==> config.mk <==
export PLATFORM = sky130hd
export DESIGN_NAME = uart_rx
export DESIGN_NICKNAME = d
export VERILOG_FILES = /design/src/rtl/uart_pkg.sv /design/src/rtl/baud_tick_gen.sv /design/src/rtl/uart_rx.sv
export SDC_FILE = /design/constraint.sdc
export NUM_CORES = 1
export LEC_CHECK = 0
export CAP_MARGIN = 0
export CELL_PAD_IN_SITES_DETAIL_PLACEMENT = 1
export CELL_PAD_IN_SITES_GLOBAL_PLACEMENT = 1
export CORE_MARGIN = 2
export CORE_UTILIZATION = 46
export CTS_CLUSTER_SIZE = 16
export DETAILED_ROUTE_END_ITERATION = 10
export HOLD_SLACK_MARGIN = 0.06
export PLACE_DENSITY = 0.87
export SETUP_SLACK_MARGIN = 0.5
export SLEW_MARGIN = 15
export SYNTH_ARGS = -nofsm -noshare
export SYNTH_HDL_FRONTEND = slang
export SYNTH_SLANG_ARGS = --single-unit
==> constraint.sdc <==
create_clock -name i_clock -period 4.8 [get_ports i_clock]
set_input_delay 0.72 -clock i_clock [delete_from_list [all_inputs] [get_ports i_clock]]
set_output_delay 0.72 -clock i_clock [all_outputs]
set_load 0.05 [all_outputs]
==> src/rtl/uart_pkg.sv <==
// ============================================================================
//  Module      : uart_pkg
//  Description : Shared UART definitions used by the receiver and the
//                transmitter: receive FSM state encoding, oversampling
//                constants and the baud divider computation.
//  Revision    : 1.0  initial release
// ============================================================================
`default_nettype none

package uart_pkg;

    // Receive FSM state encoding (2 bits)
    localparam logic [1:0] c_ST_IDLE  = 2'd0;
    localparam logic [1:0] c_ST_START = 2'd1;
    localparam logic [1:0] c_ST_DATA  = 2'd2;
    localparam logic [1:0] c_ST_STOP  = 2'd3;

    // Ticks per bit period and the tick index that lands mid start bit
    localparam int c_OVERSAMPLE = 16;
    localparam int c_MID_START  = 8;

    // System clocks per oversampling tick, truncated
    function automatic int calc_div(input int clk_freq, input int baud_rate,
                                    input int oversample);
        return clk_freq / (baud_rate * oversample);
    endfunction

endpackage

`default_nettype wire

==> src/rtl/baud_tick_gen.sv <==
// ============================================================================
//  Module      : baud_tick_gen
//  Description : Free-running divider emitting a one-cycle tick every DIV
//                clocks. A clear restarts the count so the first tick after
//                the clear lands DIV cycles later.
//  Ports       : clk      in  system clock
//                rst      in  synchronous active-high reset
//                i_clear  in  restart the divider from 0
//                o_tick   out one-cycle pulse when the count reaches DIV-1
//  Revision    : 1.0  initial release
// ============================================================================
`default_nettype none

module baud_tick_gen #(
    parameter int DIV = 2
) (
    input  logic clk,
    input  logic rst,
    input  logic i_clear,
    output logic o_tick
);

    localparam int c_CNT_W = (DIV > 1) ? $clog2(DIV) : 1;
    localparam logic [c_CNT_W-1:0] c_LAST = c_CNT_W'(DIV - 1);

    generate
        if (DIV < 2) begin : g_div_check
            $fatal(1, "baud_tick_gen: DIV must be at least 2");
        end
    endgenerate

    logic [c_CNT_W-1:0] r_count;

    always_ff @(posedge clk) begin
        if (rst || i_clear) begin
            r_count <= '0;
        end else if (r_count == c_LAST) begin
            r_count <= '0;
        end else begin
            r_count <= r_count + c_CNT_W'(1);
        end
    end

    assign o_tick = (r_count == c_LAST);

endmodule

`default_nettype wire

==> src/rtl/uart_rx.sv <==
// ============================================================================
//  Module      : uart_rx
//  Description : 8N1 UART receiver, LSB first, 16x oversampled. Each good
//                frame updates o_rx_data and pulses o_rx_done for one cycle;
//                a low stop bit pulses o_frame_error instead.
//  Ports       : i_clock        in  system clock
//                i_reset        in  synchronous active-high reset
//                i_rx           in  asynchronous serial line, idle high
//                o_rx_data      out last good byte, held between frames
//                o_rx_done      out one-cycle strobe, o_rx_data valid
//                o_frame_error  out one-cycle strobe, stop bit sampled low
//                o_busy         out high while a frame is in progress
//  Revision    : 1.0  initial release
// ============================================================================
`default_nettype none

module uart_rx
    import uart_pkg::*;
#(
    parameter int BYTE       = 8,
    parameter int CLK_FREQ   = 50_000_000,
    parameter int BAUD_RATE  = 19200,
    parameter int OVERSAMPLE = c_OVERSAMPLE
) (
    input  logic            i_clock,
    input  logic            i_reset,
    input  logic            i_rx,
    output logic [BYTE-1:0] o_rx_data,
    output logic            o_rx_done,
    output logic            o_frame_error,
    output logic            o_busy
);

    localparam int              c_DIV         = calc_div(CLK_FREQ, BAUD_RATE, OVERSAMPLE);
    localparam int              c_BIT_W       = $clog2(BYTE + 1);
    localparam logic [3:0]      c_MID_SAMPLE  = 4'(c_MID_START - 1);
    localparam logic [3:0]      c_LAST_SAMPLE = 4'(OVERSAMPLE - 1);
    localparam logic [c_BIT_W-1:0] c_LAST_BIT = c_BIT_W'(BYTE - 1);

    logic               r_sync_meta;
    logic               r_sync;
    logic [1:0]         r_state;
    logic [3:0]         r_sample_cnt;
    logic [c_BIT_W-1:0] r_bit_cnt;
    logic [BYTE-1:0]    r_shift;
    logic [BYTE-1:0]    r_rx_data;
    logic               r_rx_done;
    logic               r_frame_error;
    logic               w_tick;
    logic               w_start_det;

    // Two-flop synchronizer; reset high so a reset never looks like a start bit
    always_ff @(posedge i_clock) begin
        if (i_reset) begin
            r_sync_meta <= 1'b1;
            r_sync      <= 1'b1;
        end else begin
            r_sync_meta <= i_rx;
            r_sync      <= r_sync_meta;
        end
    end

    // Restarting the divider on the falling edge aligns ticks to the frame
    assign w_start_det = (r_state == c_ST_IDLE) && !r_sync;

    baud_tick_gen #(
        .DIV (c_DIV)
    ) u_baud_tick_gen (
        .clk     (i_clock),
        .rst     (i_reset),
        .i_clear (w_start_det),
        .o_tick  (w_tick)
    );

    always_ff @(posedge i_clock) begin
        if (i_reset) begin
            r_state       <= c_ST_IDLE;
            r_sample_cnt  <= '0;
            r_bit_cnt     <= '0;
            r_shift       <= '0;
            r_rx_data     <= '0;
            r_rx_done     <= 1'b0;
            r_frame_error <= 1'b0;
        end else begin
            r_rx_done     <= 1'b0;
            r_frame_error <= 1'b0;
            case (r_state)
                c_ST_IDLE: begin
                    if (w_start_det) begin
                        r_state      <= c_ST_START;
                        r_sample_cnt <= '0;
                    end
                end
                c_ST_START: begin
                    if (w_tick) begin
                        r_sample_cnt <= r_sample_cnt + 4'd1;
                        if (r_sample_cnt == c_MID_SAMPLE) begin
                            if (!r_sync) begin
                                // Realign so every later 16th tick is mid-bit
                                r_state      <= c_ST_DATA;
                                r_sample_cnt <= '0;
                                r_bit_cnt    <= '0;
                            end else begin
                                r_state <= c_ST_IDLE;
                            end
                        end
                    end
                end
                c_ST_DATA: begin
                    if (w_tick) begin
                        r_sample_cnt <= r_sample_cnt + 4'd1;
                        if (r_sample_cnt == c_LAST_SAMPLE) begin
                            r_shift <= {r_sync, r_shift[BYTE-1:1]};
                            if (r_bit_cnt == c_LAST_BIT) begin
                                r_state   <= c_ST_STOP;
                                r_bit_cnt <= '0;
                            end else begin
                                r_bit_cnt <= r_bit_cnt + c_BIT_W'(1);
                            end
                        end
                    end
                end
                c_ST_STOP: begin
                    if (w_tick) begin
                        r_sample_cnt <= r_sample_cnt + 4'd1;
                        // Leave mid stop bit so a following start edge is caught
                        if (r_sample_cnt == c_LAST_SAMPLE) begin
                            r_state <= c_ST_IDLE;
                            if (r_sync) begin
                                r_rx_data <= r_shift;
                                r_rx_done <= 1'b1;
                            end else begin
                                r_frame_error <= 1'b1;
                            end
                        end
                    end
                end
                default: begin
                    r_state <= c_ST_IDLE;
                end
            endcase
        end
    end

    assign o_rx_data     = r_rx_data;
    assign o_rx_done     = r_rx_done;
    assign o_frame_error = r_frame_error;
    assign o_busy        = (r_state != c_ST_IDLE);

endmodule

`default_nettype wire
Yosys cells after proc, flatten, opt, wreduce, memory -nomap -nowiden --
Index checks and enable logic that the tools add are counted.
Word-level totals: bits in registers 38, latch bits 0, memory bits (writable) 0, ROM bits 0, input port bits 3, output and inout bits 11, logic and storage cells 72, memories 0
Cells by class: $add $sub $neg 3, multiply operators 0, divide/modulo/power cells 0, magnitude comparators 0, eq/ne operators 17, shift operators 0, mux-type cells 25, bitwise operators 3, reductions and logical operators 14
Operator list (count):
- $mux 4 | 11
- $mux 2 | 9
- $pmux 4 s3 | 1
- $ne 2x1->1 const B | 5
- $ne 2x2->1 const B | 5
- $add 4x1->4 const B | 2
- $add 8x1->8 const B | 1
- $eq 4x3->1 const B | 2
- $eq 8x8->1 const B | 1
- $pmux 2 s4 | 1
- $pmux 4 s2 | 1
- $reduce_and 8->1 | 1
- $reduce_and 3->1 | 2
- $reduce_and 6->1 | 1
- $eq 2x2->1 const B | 2
- $eq 4x4->1 const B | 1
- $reduce_and 4->1 | 1
- $reduce_bool 2->1 | 2
- $reduce_or 2->1 | 2
- $reduce_or 4->1 | 1
- $not 1->1 | 3
- $eq 2x1->1 const B | 1
- $logic_not 2->1 | 1
- $mux 1 | 2
- other kinds (3) | 3

Longest topological paths before layout --
depth after elaboration 5, mapped depth 7, mapped depth without buffers 6

Hierarchy --
Synthesis repeated with hierarchy kept, for this count alone.
Unflattened totals: cells, all modules 176, area, all modules 1669.1 um^2
By module, submodules not included:
- uart_rx | instances 1, cells each 137, area each 1310.0 um^2, seq. area each 600.6 um^2
- baud_tick_gen | instances 1, cells each 39, area each 359.1 um^2, seq. area each 160.2 um^2

Worst setup path before layout --
OpenSTA, ideal clock, no wires.
path type register -> register, from reg (tool-made name), to reg r_state[0], library setup time 0.070 ns, arrival time 1.754 ns, required time 4.730 ns, path slack 2.975 ns, stages on the path, launching flop included 7, path buffers 1, clock period less this slack 1.825 ns, cells stage by stage dfxtp_1 > buf_2 > nor2_1 > inv_1 > a31oi_1 > or4_1 > a21oi_1
RTL lines:
- end signal, assigned | line uart_rx.sv:77 | r_state <= c_ST_IDLE;
- end signal, assigned | line uart_rx.sv:90 | r_state <= c_ST_START;
- end signal, assigned | line uart_rx.sv:100 | r_state <= c_ST_DATA;
- end, declared | line uart_rx.sv:42 | logic [1:0] r_state;

Final worst setup path --
from reg r_state[0], to out o_busy
On the way: cells in the longest elaborated chain, start to end 1
RTL lines:
- $reduce_bool 2->1 | line uart_rx.sv:148 | assign o_busy = (r_state != c_ST_IDLE);
- end, declared | line uart_rx.sv:31 | output logic o_busy
Every way passes these cells.

==> impl_metrics.tcl <==
set metrics [dict create \
    placed_cells 228 \
    fin_cells 236 \
    crit_cells 3 \
    floorplan.initialDensity 0.484 \
    syn-num-nets 184 \
    io_buffers 13 \
    numCtsBuffers 5 \
    max_stage_delay_ps 820 \
    fp.dieH_um 63.7 \
    min_path_cells 1 \
    drt-pass1-iter-count 4 \
    cpLargestDelayFamily "buffers and inverters" \
    rsz0062_at_grt "false" \
    fin_area_sq_um 1860 \
    drc 0 \
    grt-ovfl-total 0 \
    drtIter0Drc 97 \
    cts-root-buf "clkbuf_4" \
    insertedDiodeCount 0 \
    grt_first_pass_wirelength_um 7040 \
    syn_inst 177 \
    die_area_sq_um 4060 \
    worstRegToRegCells 5 \
    grt_pass1_vias 1502 \
    viasPerCell 5.81 \
    nFillCells 393 \
    required_ps 4080 \
    synthAdderAreaFrac 0.0305 \
    ff_latch_area_sq_um 761 \
    yosys_warnings 0 \
    synth-compound-area-share 0.127 \
    end_kind "output port" \
    multi_input_area_sq_um 820 \
    synth_edf_count 0 \
    timing.final.max_slew_violations 0 \
    fin_skew_ps 11.7 \
    fin_crit_sh 0.581 \
    synthSimpleGateAreaFrac 0.245 \
    ys.flop_type "dfxtp_1" \
    synth_mux_area_frac 0.0549 \
    dpl_cell_area_sq_um 1790 \
    irDropWorstVdd_mv 0.170 \
    synth_xor_area_frac 0.0427 \
    tightest_slew_ps 1050 \
    power.leakage_nw 0.638 \
    whs_ps 445 \
    die_w_um 63.7 \
    cts_max_path_buffers 2 \
    ant_nets 0 \
    syn_to_final_growth_pct 13.7 \
    path_class "flop to output port" \
    powerDensity_nw_per_um2 307 \
    avgSynthCellArea_sq_um 9.27 \
    vias 1370 \
    setup_violations 0 \
    finalSetupTns_ps 0 \
    yosys.cell_types.count 41 \
    wl_per_cell_um 17.4 \
    slew_headroom 0.301 \
    cts_tree "built" \
    path_buf_inv 2 \
    hold_class "flop to flop" \
    arrival_ps 2070 \
    drive_gt1_frac 0.0842 \
    max_freq_mhz 358 \
    fin_crit_ps 2790 \
    core-area_sq_um 3390 \
    cts_resized 0 \
    ctsHoldBuffers 0 \
    std_cell_rows 21 \
    cp-start-kind "flop" \
    crit_chain "nor2_1 -> inv_1 -> clkdlybuf4s50_1" \
    outcome "finished clean" \
    grt_max_degree 29 \
    hpwl_um 2950 \
    clkSlewWorstSetupHoldPaths_ps 120 \
    htree_levels 2 \
    gp_congestion 0.753 \
    ioPinCount 14 \
    async_flop_share 0 \
    gr-usage-all-layers 0.229 \
    synth_top_family_by_area "simple AND/OR/NAND/NOR gates" \
    synth_seq_cells 38 \
    totalWireLength_um 4120 \
    cp_max_fo 13 \
    cts.sinks 38 \
    antenna_found_initial 0 \
    seq_area_frac_synth 0.464 \
    synth_area_sq_um 1640 \
    hold_violations 0 \
    cts_setup_buffers 0 \
    max-cap-violations 0 \
    layout.nets 196 \
    crit_slowest_cell "clkdlybuf4s50_1" \
    clk_latency_ps 370 \
]
==> cell usage after synthesis, drive strengths merged, types with 2 or more instances <==
library cell,count,share of area
clkbuf,3,0.0069
and3,4,0.015
nand3,15,0.046
a31oi,2,0.0076
nor3b,2,0.012
a211oi,2,0.012
o21ai,15,0.046
ha,4,0.031
xor2,7,0.037
a21oi,14,0.045
nand4,3,0.011
mux2i,9,0.055
or2,2,0.0076
nor4b,2,0.020
dfxtp,38,0.46
buf,5,0.018
or4,3,0.014
inv,5,0.011
nor3,6,0.018
nor2,22,0.052
a41oi,2,0.011
==> worst register-to-register path, stage by stage, from the launching register on <==
cell	delay (ps)
dfxtp_1	450
ha_1	240
nand4bb_1	320
nor4b_4	800
mux2i_1	290
nor2_1	60
==> final timing paths <==
check / from / end / slack, ps
hold reg to reg: r_sync_meta$_SDFF_PP1_ / r_sync$_SDFF_PP1_ / 440
hold / removal: r_sync_meta$_SDFF_PP1_ / r_sync$_SDFF_PP1_ / 440
setup / recovery: r_state[0]$_SDFFE_PP0P_ / o_busy / 2010
setup reg to reg: u_baud_tick_gen.r_count[0]$_SDFF_PP0_ / r_shift[4]$_SDFFE_PP0P_ / 2510
==> cell families (layout without fill, tap and decap cells) <==
| family | Yosys count | in the layout |
|---|---|---|
| compound gates | 36 | 36 |
| xor+xnor | 8 | 8 |
| fa+ha+maj | 4 | 4 |
| buf+inv | 13 | 26 |
| flops | 38 | 38 |
| mux | 9 | 9 |
| simple gates | 69 | 69 |
==> placed cells by master, fill, tap and decap left out, drive strengths merged <==
| master | n |
|---|---|
| nor3 | 6 |
| o21ai | 15 |
| and4bb | 1 |
| nand2b | 1 |
| xnor2 | 1 |
| or4 | 3 |
| nor2 | 22 |
| a31oi | 2 |
| dfxtp | 38 |
| or3b | 1 |
| nand2 | 1 |
| mux2i | 9 |
| nand4bb | 1 |
| o41ai | 1 |
| nor2b | 1 |
| a211oi | 2 |
| a41oi | 2 |
| clkbuf | 5 |
| and4 | 1 |
| nor4b | 2 |
| or3 | 1 |
| bufinv | 1 |
| xor2 | 7 |
| or2 | 2 |
| and2 | 1 |
| nor3b | 2 |
| and3 | 4 |
| or4b | 1 |
| ha | 4 |
| nand4 | 3 |
| a21oi | 14 |
| clkinv | 2 |
| inv | 5 |
| clkdlybuf4s50 | 13 |
| nand3 | 15 |
==> routing by layer <==
layer	share of wire	up-vias	routed length [um]	global-route usage
met2	0.52	27	2140	0.412
li1	-	657	-	-
met3	0.035	15	144	0.0714
met5	0	-	0	0
met1	0.42	671	1720	0.238
met4	0.028	0	117	0.111
==> final cells by class <==
type | count | area share
timing repair buffer | 13 | 0.0698
tap | 46 | 0.0309
multi-input combinational | 126 | 0.440
sequential | 38 | 0.408
clock inverter | 3 | 0.0215
inverter | 5 | 0.0101
clock buffer | 5 | 0.0201
==> registers in the layout (all words and copies together), names as in the netlist, named ones only <==
name,flops
o_rx_data,8
r_shift,8
u_baud_tick_gen.r_count,8
r_bit_cnt,4
r_sample_cnt,4
o_frame_error,1
o_rx_done,1
r_state,1
r_sync,1
r_sync_meta,1
==> power by group <==
| group | leakage, nW | total [mW] | internal [mW] | switching, mW |
|---|---|---|---|---|
| logic | 0.286 | 0.0225 | 0.00776 | 0.0148 |
| clock network | 0.0450 | 0.223 | 0.108 | 0.115 |
| registers | 0.307 | 0.326 | 0.319 | 0.00653 |
==> stage by stage <==
step | power, mW | util | setup WS [ps]
after floorplan | 0.346 | - | 2980
after global placement | 0.352 | 0.527 | 2260
after detailed placement | 0.356 | 0.527 | 2080
after CTS | 0.573 | 0.550 | 1990
after global routing | 0.589 | 0.550 | 1910
final | 0.571 | 0.550 | 2010
Note: power is estimated with default switching activity, not from simulation.
==> variant 1, RTL diff (same settings) <==
Change the parameter `CLK_FREQ` from 50_000_000 to 25_000_000.
--- a/src/rtl/uart_rx.sv
+++ b/src/rtl/uart_rx.sv
@@ -19,5 +19,5 @@
 #(
     parameter int BYTE       = 8,
-    parameter int CLK_FREQ   = 50_000_000,
+    parameter int CLK_FREQ   = 25_000_000,
     parameter int BAUD_RATE  = 19200,
     parameter int OVERSAMPLE = c_OVERSAMPLE
Formal check against the unedited RTL: no difference found for any inputs over 10 cycles, from zero or initial values and one cycle with i_reset high; that may be too few to reach the edited logic, so the function may still have changed.
==> variant 1 against the original RTL <==
  * Die area down 3.9%
  * Setup slack improved by 0.17 ns
  * Power decreased by 14%
  * Combinational power down 7%
  * Cell area is 4.1% lower
  * Critical path depth down 1
  * Area after synthesis down 4.1%
  * Sequential cell count is 1 lower
  * Fmax increased by 6.4%
  * Clock skew is 0.0068 ns lower
  * Sequential share of layout area up 0.62 points
  * Register-to-register slack got worse by 0.05 ns
  * Wire length decreased by 18%
  * Clock power is 30% lower
==> variant 1: results (changes against the original RTL) <==
- Wirelength, routed: 3390 um (-18%)
- Drt pass-1 iters: 4 (unchanged)
- Seq cells post-synth: 37 (-2.6%)
- Via density: 5.48 (-5.5%)
- Clock-net power: 156 uW (-30%)
- Number of global-route vias before repair: 1270 (-15%)
- Inverter count: 6 (+1)
- Worst R2R Setup Slack: 2.46 ns (-0.05 ns)
- Worst hold margin: 0.425 ns (-0.0195 ns)
- Post-synth cell types: 37 (-9.8%)
- Final nets: 185 (-5.6%)
- Worst vdd ir: 194 uV (+14%)
- Clock skew: 0.00491 ns (-0.00684 ns)
- Critical-path top delay cell: clkdlybuf4s50_1
- FILL cells: 395 (+0.51%)
- Clk cell area share: 0.0287 (-0.0129)
- Flop pwr share: 0.641 (+0.071)
- Reg-to-reg startpoint: u_baud_tick_gen.r_count[4]
- P_int: 375 uW (-14%)
- First-pass GRT wire length: 5800 um (-18%)
- Critical-path maximum fanout: 13 (unchanged)
- Inst Count DP: 217 (-4.8%)
- # clk buffers: 6 (+1)
- Pre-CTS WS: 2.13 ns (+0.0457 ns)
- Grt met2 use: 0.309 (-0.103)
- Multi-input comb cells: 115 (-8.7%)
- M3 GR Usage: 0.0559 (-0.0156)
- Met1 Usage GRT: 0.229 (-0.00921)
- Clock transition at path regs: 0.10 ns (-0.02 ns)
- Total track usage: 0.184 (-0.0448)
- Crit path DAT: 1.90 ns (-0.17 ns)
- Signal buf overhead: 0.0728 (+0.00298)
- Sequential fraction of the synthesis area: 0.471 (+0.00719)
- Fraction of area in multi-input gates: 0.439 (about the same)
- Layout cell share with drive strength beyond 1: 0.0726 (-0.0116)
- DP HPWL: 2300 um (-22%)
- Worst slew pin tran: 1.02 ns (-0.0285 ns)
- Fin cells: 225 (-4.7%)
- Hold path startpoint: r_sync_meta
- Worst hold stages: 1 (unchanged)
- Cell depth of the worst flop-to-flop path: 4 (-1)
- Clk Latency, worst-skew pair: 0.34 ns (-0.03 ns)
- Outcome: complete, no violations
- Total design power: 492 uW (-14%)
- Sequential Area: 741 um2 (-2.6%)
- Synth Area per Inst: 9.42 um2 (+1.6%)
- Largest cells by area after synthesis: dfxtp_1 (47%), mux2i_1 (11%), nor2_1 (6.7%)
- P_leak: 0.000647 uW (+1.3%)
- Largest net degree at the start of global routing: 30 (+3.4%)
- Top post-synthesis cells by count: dfxtp_1 (37), nor2_1 (28), mux2i_1 (18), a21oi_1 (7)
- Drt initial violations: 46 (-53%)
- Gpl congestion: 0.751 (-0.20%)
- Multi-input gate area: 786 um2 (-4.1%)
- Post-placement cell area: 0.00173 mm2 (-3.3%)
- Post-synthesis cell count: 167 (-5.6%)
- FF-to-FF End: r_shift[7]
- Slowest cell delay on critical path: 0.79 ns (-0.03 ns)
## variant 1: logic make-up (layout without fill, tap and decap cells)
group           Yosys count  after routing  share of synthesized area
buf+inv                  15             27                     0.0390
flops                    37             37                      0.471
xor+xnor                  6              6                     0.0334
mux                      18             18                      0.115
fa+ha+maj                 4              4                     0.0318
simple gates             67             67                      0.232
compound gates           20             20                     0.0780
## variant 1: routing by layer
metal / share of wire / vias up
li1: - / 603
met1: 0.45 / 600
met2: 0.50 / 23
met3: 0.030 / 8
met4: 0.017 / 0
met5: 0 / -
## variant 1: worst max path at each step
stage	endpoint	slack [ns]	cells after the start
2_1_floorplan	r_bit_cnt[3]	2.79	5
3_3_place_gp	r_shift[0]	2.24	4
3_5_place_dp	r_shift[3]	2.13	4
4_1_cts	r_shift[3]	2.11	4
5_1_grt	o_busy	2.09	2
6_report	o_busy	2.18	2
==> variant 2, RTL diff (same settings) <==
Without the edit above. Reset style: asynchronous (`i_reset`), changed in 2 clocked blocks. Comments in the files are not updated.
--- a/src/rtl/uart_rx.sv
+++ b/src/rtl/uart_rx.sv
@@ -51,5 +51,5 @@
 
     // Two-flop synchronizer; reset high so a reset never looks like a start bit
-    always_ff @(posedge i_clock) begin
+    always_ff @(posedge i_clock or posedge i_reset) begin
         if (i_reset) begin
             r_sync_meta <= 1'b1;
@@ -73,5 +73,5 @@
     );
 
-    always_ff @(posedge i_clock) begin
+    always_ff @(posedge i_clock or posedge i_reset) begin
         if (i_reset) begin
             r_state       <= c_ST_IDLE;
Check against the original RTL: differs if i_reset is asserted again (counterexample within 4 cycles, from zero or initial values and one cycle with i_reset high); with i_reset held inactive, the same outputs for 10 cycles.
==> variant 2 against the original RTL <==
  * Die area up 4.1%
  * Via count down 18%
  * Worst hold slack worse by 0.079 ns
  * Sequential cell count unchanged
  * Cell area up 8.9%
  * Cell count down 11%
  * Wire length down 16%
  * Power up 16%
  * Fmax up 9.4%
  * Clock skew down 0.0037 ns
  * Core utilization up 1.3 points
  * Setup slack better by 0.24 ns
  * Count of clock-buffer cells in the layout unchanged
  * Area after synthesis up 4.3%
==> variant 2: results (changes against the original RTL) <==
- Drt initial violations: 42 (-57%)
- Post-synth cell types: 44 (+7.3%)
- DP HPWL: 2520 um (-14%)
- Compound-Gate Fraction of Synth Area: 0.0629 (-0.0638)
- Num CTS Buffers: 5 (unchanged)
- Worst vdd ir: 174 uV (+2.4%)
- Critical-path maximum fanout: 11 (-2)
- Met1 Usage GRT: 0.224 (-0.0144)
- Slowest cell delay on critical path: 0.71 ns (-0.11 ns)
- Top post-synthesis cells by count: dfrtp_1 (28), nand3_1 (12), nor2_1 (11)
- P_int: 536 uW (+23%)
- P_leak: 0.000931 uW (+46%)
- Root Buffer: clkbuf_8
- First-pass GRT wire length: 6220 um (-12%)
- Total track usage: 0.199 (-0.0299)
- Drt pass-1 iters: 4 (unchanged)
- Crit path DAT: 1.83 ns (-0.24 ns)
- Outcome: complete, no violations
- Net Count, Synth: 151 (-18%)
- Final WS setup: 2.25 ns (+0.239 ns)
- Clk Latency, worst-skew pair: 0.30 ns (-0.07 ns)
- Mux share of post-synthesis cell area: 0.129 (+0.0737)
- Number of global-route vias before repair: 1279 (-15%)
- Clock transition at path regs: 0.07 ns (-0.05 ns)
- Layout cell share with drive strength beyond 1: 0.216 (+0.132)
- Wirelength, routed: 3460 um (-16%)
- M3 GR Usage: 0.0642 (-0.00719)
- Final nets: 168 (-14%)
- Postcts setup bufs: 0 (unchanged)
- XOR/XNOR Fraction of Synth Area: 0.0307 (-0.0120)
- Gpl congestion: 0.823 (+9.3%)
- Worst slew pin tran: 0.589 ns (-0.457 ns)
- Sequential fraction of the synthesis area: 0.534 (+0.0699)
- Type of the most critical hold path: reg2reg
- FFs w/ async S/R, synth: 0.789 (+0.789)
- Grt met2 use: 0.351 (-0.0613)
- Adder-Cell Fraction of Synth Area: 0.0292 (-0.00127)
- Via density: 5.34 (-8.0%)
-- variant 2: area by class of cell --
class / instances / area, um2
clock buffer: 5 / 68.8
multi-input combinational: 97 / 763
fill: 388 / 1580
inverter: 5 / 18.8
sequential: 38 / 913
clock inverter: 3 / 68.8
timing repair buffer: 14 / 138
tap: 48 / 60.1
-- variant 2: power by group through the flow --
stage | clock network, uW | logic, uW | registers, uW
after floorplan | 0 | 8.79 | 332
after global placement | 0 | 13.3 | 332
after detailed placement | 0 | 14.6 | 333
after CTS | 331 | 14.6 | 326
after global routing | 347 | 16.4 | 327
final | 323 | 13.9 | 326
-- variant 2: worst paths after layout --
check,endpoint,startpoint,depth (start not counted),slack (ns)
setup / recovery,o_busy,flop,2,2.25
hold / removal,r_sync,r_sync_meta,0,0.37
setup reg to reg,r_bit_cnt[2],u_baud_tick_gen.r_count[0],5,2.72
hold reg to reg,r_sync,r_sync_meta,0,0.37
max in group asynchronous,r_sync_meta,i_reset,3,3.65
min in group asynchronous,o_rx_data[0],i_reset,3,0.81
-- variant 2: worst max-delay path: cells and delay by family (launching register included) --
kind,cells,cell delay [ns]
buffers and inverters,1,0.71
flip-flops,1,0.48
AND/OR/NAND/NOR,1,0.35
-- variant 2: cells by family after synthesis --
group / after synthesis
AOI/OAI and AO/OA: 15
DFF: 38
buffers and inverters: 9
and+or+nand+nor: 55
xor gates and xnor gates: 6
muxes: 17
adders and majority gates: 4
-- variant 2: layer usage --
| layer | part of all wire | wire length [um] |
|---|---|---|
| met4 | 0.018 | 61 |
| met5 | 0 | 0 |
| met1 | 0.42 | 1460 |
| met2 | 0.52 | 1800 |
| met3 | 0.039 | 135 |
-- variant 2: through the flow --
stage               cells  cell area (um2)   util  hold WS (ns)
global route          210             2030  0.563         0.369
floorplan             144             1710      -         0.345
global placement      202             1890  0.525         0.346
detailed placement    202             1890  0.525         0.351
CTS                   210             2030  0.563         0.366
finish                210             2030  0.563         0.366
